--- config.mk ---
export PLATFORM = sky130hd
export DESIGN_NAME = lfsr_burst_ctrl
export DESIGN_NICKNAME = d
export VERILOG_FILES = /design/src/rtl/lfsr_pkg.sv /design/src/rtl/lfsr_core.sv /design/src/rtl/lfsr_burst_ctrl.sv
export SDC_FILE = /design/constraint.sdc
export NUM_CORES = 1
export LEC_CHECK = 0
export BUFFER_PORTS_ARGS = -buffer_cell sky130_fd_sc_hd__buf_2
export CORE_ASPECT_RATIO = 1.25
export CORE_MARGIN = 3
export CORE_UTILIZATION = 40
export CTS_BUF_LIST = sky130_fd_sc_hd__clkbuf_16
export DETAILED_ROUTE_END_ITERATION = 6
export PLACE_DENSITY = 0.72
export SLEW_MARGIN = 0
export SYNTH_ARGS = -nofsm -noshare
export SYNTH_HDL_FRONTEND = slang
export SYNTH_SLANG_ARGS = --single-unit
--- constraint.sdc ---
create_clock -name clock -period 3.7 [get_ports clock]
set_input_delay 0.185 -clock clock [delete_from_list [all_inputs] [get_ports clock]]
set_output_delay 0.185 -clock clock [all_outputs]
set_load 0.1 [all_outputs]
--- src/rtl/lfsr_pkg.sv ---
// rtl/lfsr_pkg.sv - shared constants and FSM state type for the LFSR burst controller
package lfsr_pkg;

  localparam int                LFSR_W       = 11;
  localparam logic [LFSR_W-1:0] TAP_MASK_DEF = 11'h500;
  localparam logic [LFSR_W-1:0] SEED_RESET   = 11'h7FF;

  typedef enum logic [2:0] {
    IDLE,
    LOAD,
    SHIFT,
    PRESENT,
    DONE
  } state_t;

endpackage

--- src/rtl/lfsr_core.sv ---
// rtl/lfsr_core.sv - parameterised Fibonacci LFSR with parallel load and step enable
module lfsr_core #(
  parameter int           W     = 11,
  parameter logic [W-1:0] TAPS  = 11'h500,
  parameter logic [W-1:0] INIT  = '1
) (
  input  logic         clock,
  input  logic         clear_n,
  input  logic         load,
  input  logic [W-1:0] load_val,
  input  logic         step,
  output logic [W-1:0] state,
  output logic         out_bit
);

  logic feedback;

  // Top stage is the serial output; feedback enters at stage 1.
  assign out_bit  = state[W-1];
  assign feedback = ^(state & TAPS);

  // Load has priority over step; otherwise the register holds.
  always_ff @(posedge clock or negedge clear_n) begin
    if (!clear_n) begin
      state <= INIT;
    end else if (load) begin
      state <= load_val;
    end else if (step) begin
      state <= {state[W-2:0], feedback};
    end
  end

endmodule

--- src/rtl/lfsr_burst_ctrl.sv ---
// rtl/lfsr_burst_ctrl.sv - burst sequencer packing LFSR keystream bits into handshaked words
module lfsr_burst_ctrl #(
  parameter int                LFSR_W   = lfsr_pkg::LFSR_W,
  parameter logic [LFSR_W-1:0] TAP_MASK = lfsr_pkg::TAP_MASK_DEF,
  parameter int                WORD_W   = 8,
  parameter int                LEN_W    = 16
) (
  input  logic              clock,
  input  logic              clear_n,
  input  logic [LFSR_W-1:0] cfg_seed,
  input  logic              cfg_seed_we,
  input  logic              start,
  input  logic [LEN_W-1:0]  burst_len,
  input  logic              abort,
  output logic              busy,
  output logic              done,
  output logic              seed_err,
  output logic [WORD_W-1:0] out_data,
  output logic              out_valid,
  input  logic              out_ready,
  output logic [LFSR_W-1:0] lfsr_state
);

  import lfsr_pkg::*;

  localparam int                CNT_W    = $clog2(WORD_W + 1);
  localparam logic [CNT_W-1:0]  LAST_BIT = CNT_W'(WORD_W - 1);
  localparam logic [LFSR_W-1:0] SEED_INIT = LFSR_W'(SEED_RESET);

  state_t              state, state_nxt;
  logic [LFSR_W-1:0]   seed_q;
  logic                seed_dirty;
  logic [LEN_W-1:0]    len_q;
  logic [LEN_W-1:0]    word_cnt;
  logic [CNT_W-1:0]    bit_cnt;
  logic [WORD_W-1:0]   sreg;
  logic [WORD_W:0]     sreg_shift;
  logic                seed_err_q;
  logic                seed_err_nxt;
  logic                lfsr_load;
  logic                lfsr_step;
  logic                lfsr_bit;
  logic                seed_we_idle;
  logic [LFSR_W-1:0]   seed_eff;
  logic                dirty_eff;
  logic                last_word;
  logic                start_take;

  // A seed written in the same IDLE cycle as start is the one that start uses.
  assign seed_we_idle = cfg_seed_we && (state == IDLE);
  assign seed_eff     = seed_we_idle ? cfg_seed : seed_q;
  assign dirty_eff    = seed_we_idle || seed_dirty;
  assign last_word    = (word_cnt == (len_q - LEN_W'(1)));
  assign start_take   = (state == IDLE) && start && !abort;
  assign sreg_shift   = {sreg, lfsr_bit};

  lfsr_core #(
    .W    (LFSR_W),
    .TAPS (TAP_MASK),
    .INIT (SEED_INIT)
  ) u_lfsr (
    .clock    (clock),
    .clear_n  (clear_n),
    .load     (lfsr_load),
    .load_val (seed_q),
    .step     (lfsr_step),
    .state    (lfsr_state),
    .out_bit  (lfsr_bit)
  );

  // FSM state register.
  always_ff @(posedge clock or negedge clear_n) begin
    if (!clear_n) begin
      state <= IDLE;
    end else begin
      state <= state_nxt;
    end
  end

  // Next-state and LFSR control; abort overrides everything while busy.
  always_comb begin
    state_nxt    = state;
    seed_err_nxt = 1'b0;
    lfsr_load    = 1'b0;
    lfsr_step    = 1'b0;
    case (state)
      IDLE: begin
        if (start_take) begin
          if (seed_eff == '0) begin
            seed_err_nxt = 1'b1;
          end else if (burst_len == '0) begin
            state_nxt = DONE;
          end else if (dirty_eff) begin
            state_nxt = LOAD;
          end else begin
            state_nxt = SHIFT;
          end
        end
      end
      LOAD: begin
        lfsr_load = 1'b1;
        state_nxt = SHIFT;
      end
      SHIFT: begin
        lfsr_step = 1'b1;
        if (bit_cnt == LAST_BIT) begin
          state_nxt = PRESENT;
        end
      end
      PRESENT: begin
        if (out_ready) begin
          state_nxt = last_word ? DONE : SHIFT;
        end
      end
      DONE: begin
        state_nxt = IDLE;
      end
      default: begin
        state_nxt = IDLE;
      end
    endcase
    if (abort) begin
      state_nxt = IDLE;
      lfsr_load = 1'b0;
      lfsr_step = 1'b0;
    end
  end

  // Seed register, burst length, word/bit counters and the packing shift register.
  always_ff @(posedge clock or negedge clear_n) begin
    if (!clear_n) begin
      seed_q     <= SEED_INIT;
      seed_dirty <= 1'b1;
      len_q      <= '0;
      word_cnt   <= '0;
      bit_cnt    <= '0;
      sreg       <= '0;
      seed_err_q <= 1'b0;
    end else begin
      seed_err_q <= seed_err_nxt;
      if (seed_we_idle) begin
        seed_q     <= cfg_seed;
        seed_dirty <= 1'b1;
      end else if (lfsr_load) begin
        seed_dirty <= 1'b0;
      end
      if (start_take) begin
        len_q <= burst_len;
      end
      bit_cnt <= lfsr_step ? (bit_cnt + CNT_W'(1)) : '0;
      if (lfsr_step) begin
        sreg <= sreg_shift[WORD_W-1:0];
      end
      if (state_nxt == IDLE) begin
        word_cnt <= '0;
      end else if ((state == PRESENT) && out_ready) begin
        word_cnt <= word_cnt + LEN_W'(1);
      end
    end
  end

  assign busy      = (state != IDLE);
  assign done      = (state == DONE) && !abort;
  assign seed_err  = seed_err_q;
  assign out_valid = (state == PRESENT);
  assign out_data  = out_valid ? sreg : '0;

endmodule

==> results.cfg <==
[layout]
diodes = 0
fillerInstances = 820
fin_nets = 433
syn2layout_area_growth_pct = 20.3
final_layout_size_suffix_gt1_share_pct = 35.6
final_common_cell = buf_2
fin_util_pct = 50.1
final_cell_mix = buf_2, dfrtp_1, mux2_2
fin_area_um2 = 4430

[grt]
track_usage_pct = 16.9
grt_pass1_vias = 2904
grt_pass1_wl_um = 14100
overflow = 0
grt_max_degree = 41
antenna_found_initial = 0

[synth]
synthMuxAreaShare_pct = 11.5
synth_top_family_by_area = simple AND/OR/NAND/NOR gates
syn_area_um2 = 3680
yosysWarnings = 0
synth_edf_count = 0
synth_cells = 339
synth_ff_type = dfrtp_1
ys_ff_latch = 71
synth_async_sr_flop_share_pct = 100
avgSynthCellArea_um2 = 10.9
synth_cell_type_count = 53
synth_fp_nets = 375
synth-simple-area-share_pct = 18.8
synthAdderAreaFrac_pct = 1.02
ys_seq_area_share_pct = 49.0
synth_compound_gate_area_share_pct = 7.27
synthXorXnorAreaFrac_pct = 8.80

[clock_tree]
cts_made_buffers = 9
clk_pin_slew_worst_paths_ns = 0.06
postCtsSetupBuffers = 0
cts_max_level = 3
hold_buffers = 0
clock-sinks = 71
clk_latency_ns = 0.32
cts-root-buf = clkbuf_16
cts_resized = 0
clockBufferDepth = 2
cts_tree = done

[sta]
slew_headroom_pct = 38.7
finalSetupViolCount = 0
final_max_slew_viol_count = 0
worst_pin_slew_ns = 0.920
setup_ws_ns = 1.06
timing.hold.ws_ns = -0.00442
rsz0062_at_grt = no
skew_ns = 0.00428
setup-tns-final_ns = 0
period_minus_slack_ns = 2.64
max_freq_mhz = 379
hold_viol = 5
finalCritPeriodShare_pct = 71.3

[status]
status = complete, but fails checks
violations = hold timing

[setup_path]
crit_path_end_kind = flop
critPathMaxFanout = 16
r2r_slack_ns = 1.06
reg2reg_depth = 8
worstPathRequired_ns = 3.87
path_common_cell = nor2_1
cp_top_family = compound AO/OA/AOI/OAI gates
r2r-start = state[0]
startpoint_type = flop
crit_type = reg -> reg
path_cells = or3_1 > nor2_2 > buf_4 > mux2i_1 > nor2_1 > a22o_1 > a21oi_2 > nor2_1
critPathMaxStageDelay_ns = 0.56
rr_endpoint = word_cnt[2]
worst_path_max_delay_cell = a21oi_2
critPathBufInv = 1
cp_data_arrival_time_ns = 2.81
path_depth = 8

[drt]
drc = 0
viasPerCell = 5.37
vias = 2805
routed_wl_um = 8420
antenna_left = 0
drt_iter0_drc = 162
drt-wirelength-per-cell_um = 16.1
drtPass1Iterations = 7

[run]
cap_violations = 0

[floorplanning]
fp.dieW_um = 91.8
start_util_pct = 41.6
row_count = 38
io_pins = 56
die_area_um2 = 10400
die_y_um = 113
core_region_area_um2 = 8840

[place]
dp_slack_ns = 1.07
place_area_um2 = 4090
hpwl_um = 6210
portBuffers = 55
place.gp.congestion = 0.822

[power]
power_frac_comb_pct = 29.9
swShare_pct = 37.7
vdd_drop_max_v = 0.000902
seq_power_share_pct = 37.6
intPower_mw = 1.86
clkPwrFrac_pct = 32.5
p_per_area_nw_per_um2 = 673
p_leak_nw = 1.96
p_switching_mw = 1.12

[hold_path]
worstHoldPathType = in -> async
==> per-stage QoR <==
| stage | std cells | power [mW] | hold WS, ns |
|---|---|---|---|
| 6_report | 522 | 2.98 | -0.00442 |
| 3_5_place_dp | 506 | 2.02 | 0.355 |
| 3_3_place_gp | 506 | 2.01 | 0.357 |
| 4_1_cts | 522 | 3.00 | 0.0120 |
| 5_1_grt | 522 | 3.10 | 0.0528 |
| 2_1_floorplan | 339 | 1.85 | -0.111 |
==> how the worst max path moves through the flow <==
stage | from | to
after detailed placement | state[0] | word_cnt[2]
after global placement | state[0] | word_cnt[15]
after CTS | state[0] | word_cnt[2]
final | state[0] | word_cnt[2]
after floorplan | state[1] | out_data[0]
after global routing | state[0] | word_cnt[7]
==> power groups by stage <==
| stage | Combinational (mW) | Clock, mW | Sequential (mW) |
|---|---|---|---|
| final | 0.893 | 0.969 | 1.12 |
| after global placement | 0.883 | 0 | 1.12 |
| after detailed placement | 0.895 | 0 | 1.13 |
| after global routing | 0.943 | 1.02 | 1.14 |
| after CTS | 0.900 | 0.982 | 1.12 |
| after floorplan | 0.351 | 0 | 1.50 |
==> state kept, by name (all words and copies together), names as in the netlist <==
name / flops
len_q: 16
word_cnt: 16
seed_q: 11
u_lfsr.state: 11
sreg: 8
bit_cnt: 4
state: 3
seed_dirty: 1
seed_err: 1
==> logic make-up after synthesis <==
| family | Yosys count |
|---|---|
| AO/OA/AOI/OAI | 33 |
| buffers and inverters | 30 |
| multiplexers | 38 |
| adder cells (fa/ha/maj) | 3 |
| AND/OR/NAND/NOR | 127 |
| flip-flops | 71 |
| XOR/XNOR | 37 |
==> cells in the mapped netlist (5+ instances only) <==
| library cell | instances | area, µm² |
|---|---|---|
| nor2b_1 | 5 | 31.3 |
| xor2_1 | 13 | 114 |
| dfrtp_1 | 48 | 1200 |
| nor4_1 | 14 | 87.6 |
| inv_1 | 16 | 60.1 |
| clkbuf_1 | 7 | 26.3 |
| nand3_1 | 15 | 75.1 |
| nor3_1 | 6 | 30.0 |
| mux2_2 | 35 | 394 |
| nor2_1 | 30 | 113 |
| nand4_1 | 5 | 31.3 |
| and2_1 | 11 | 68.8 |
| buf_2 | 5 | 25.0 |
| dfstp_2 | 23 | 604 |
| xnor2_1 | 24 | 210 |
| a222oi_1 | 11 | 110 |
| nand2_1 | 19 | 71.3 |
==> cell type report <==
cell class              count  area (µm²)  area share [%]
clock buffers               9         225            5.08
clock inverters             7         111            2.51
inverters                  16        60.1            1.36
multi-input cells         238        1760            39.7
flip-flops and latches     71        1810            40.8
well taps                 120         150            3.39
repair buffers             61         320            7.23
==> per-layer routing <==
metal  vias to the layer above  global-route usage (%)  wire length (µm)  share of wire [%]
met5                         -                       0                 0                  0
met3                        12                    3.59               419                5.0
li1                       1331                       -                 -                  -
met2                        75                    30.2              4510                 54
met1                      1387                    20.3              3380                 40
met4                         0                    4.96               111                1.3
Power figures use the tool's default switching activity.
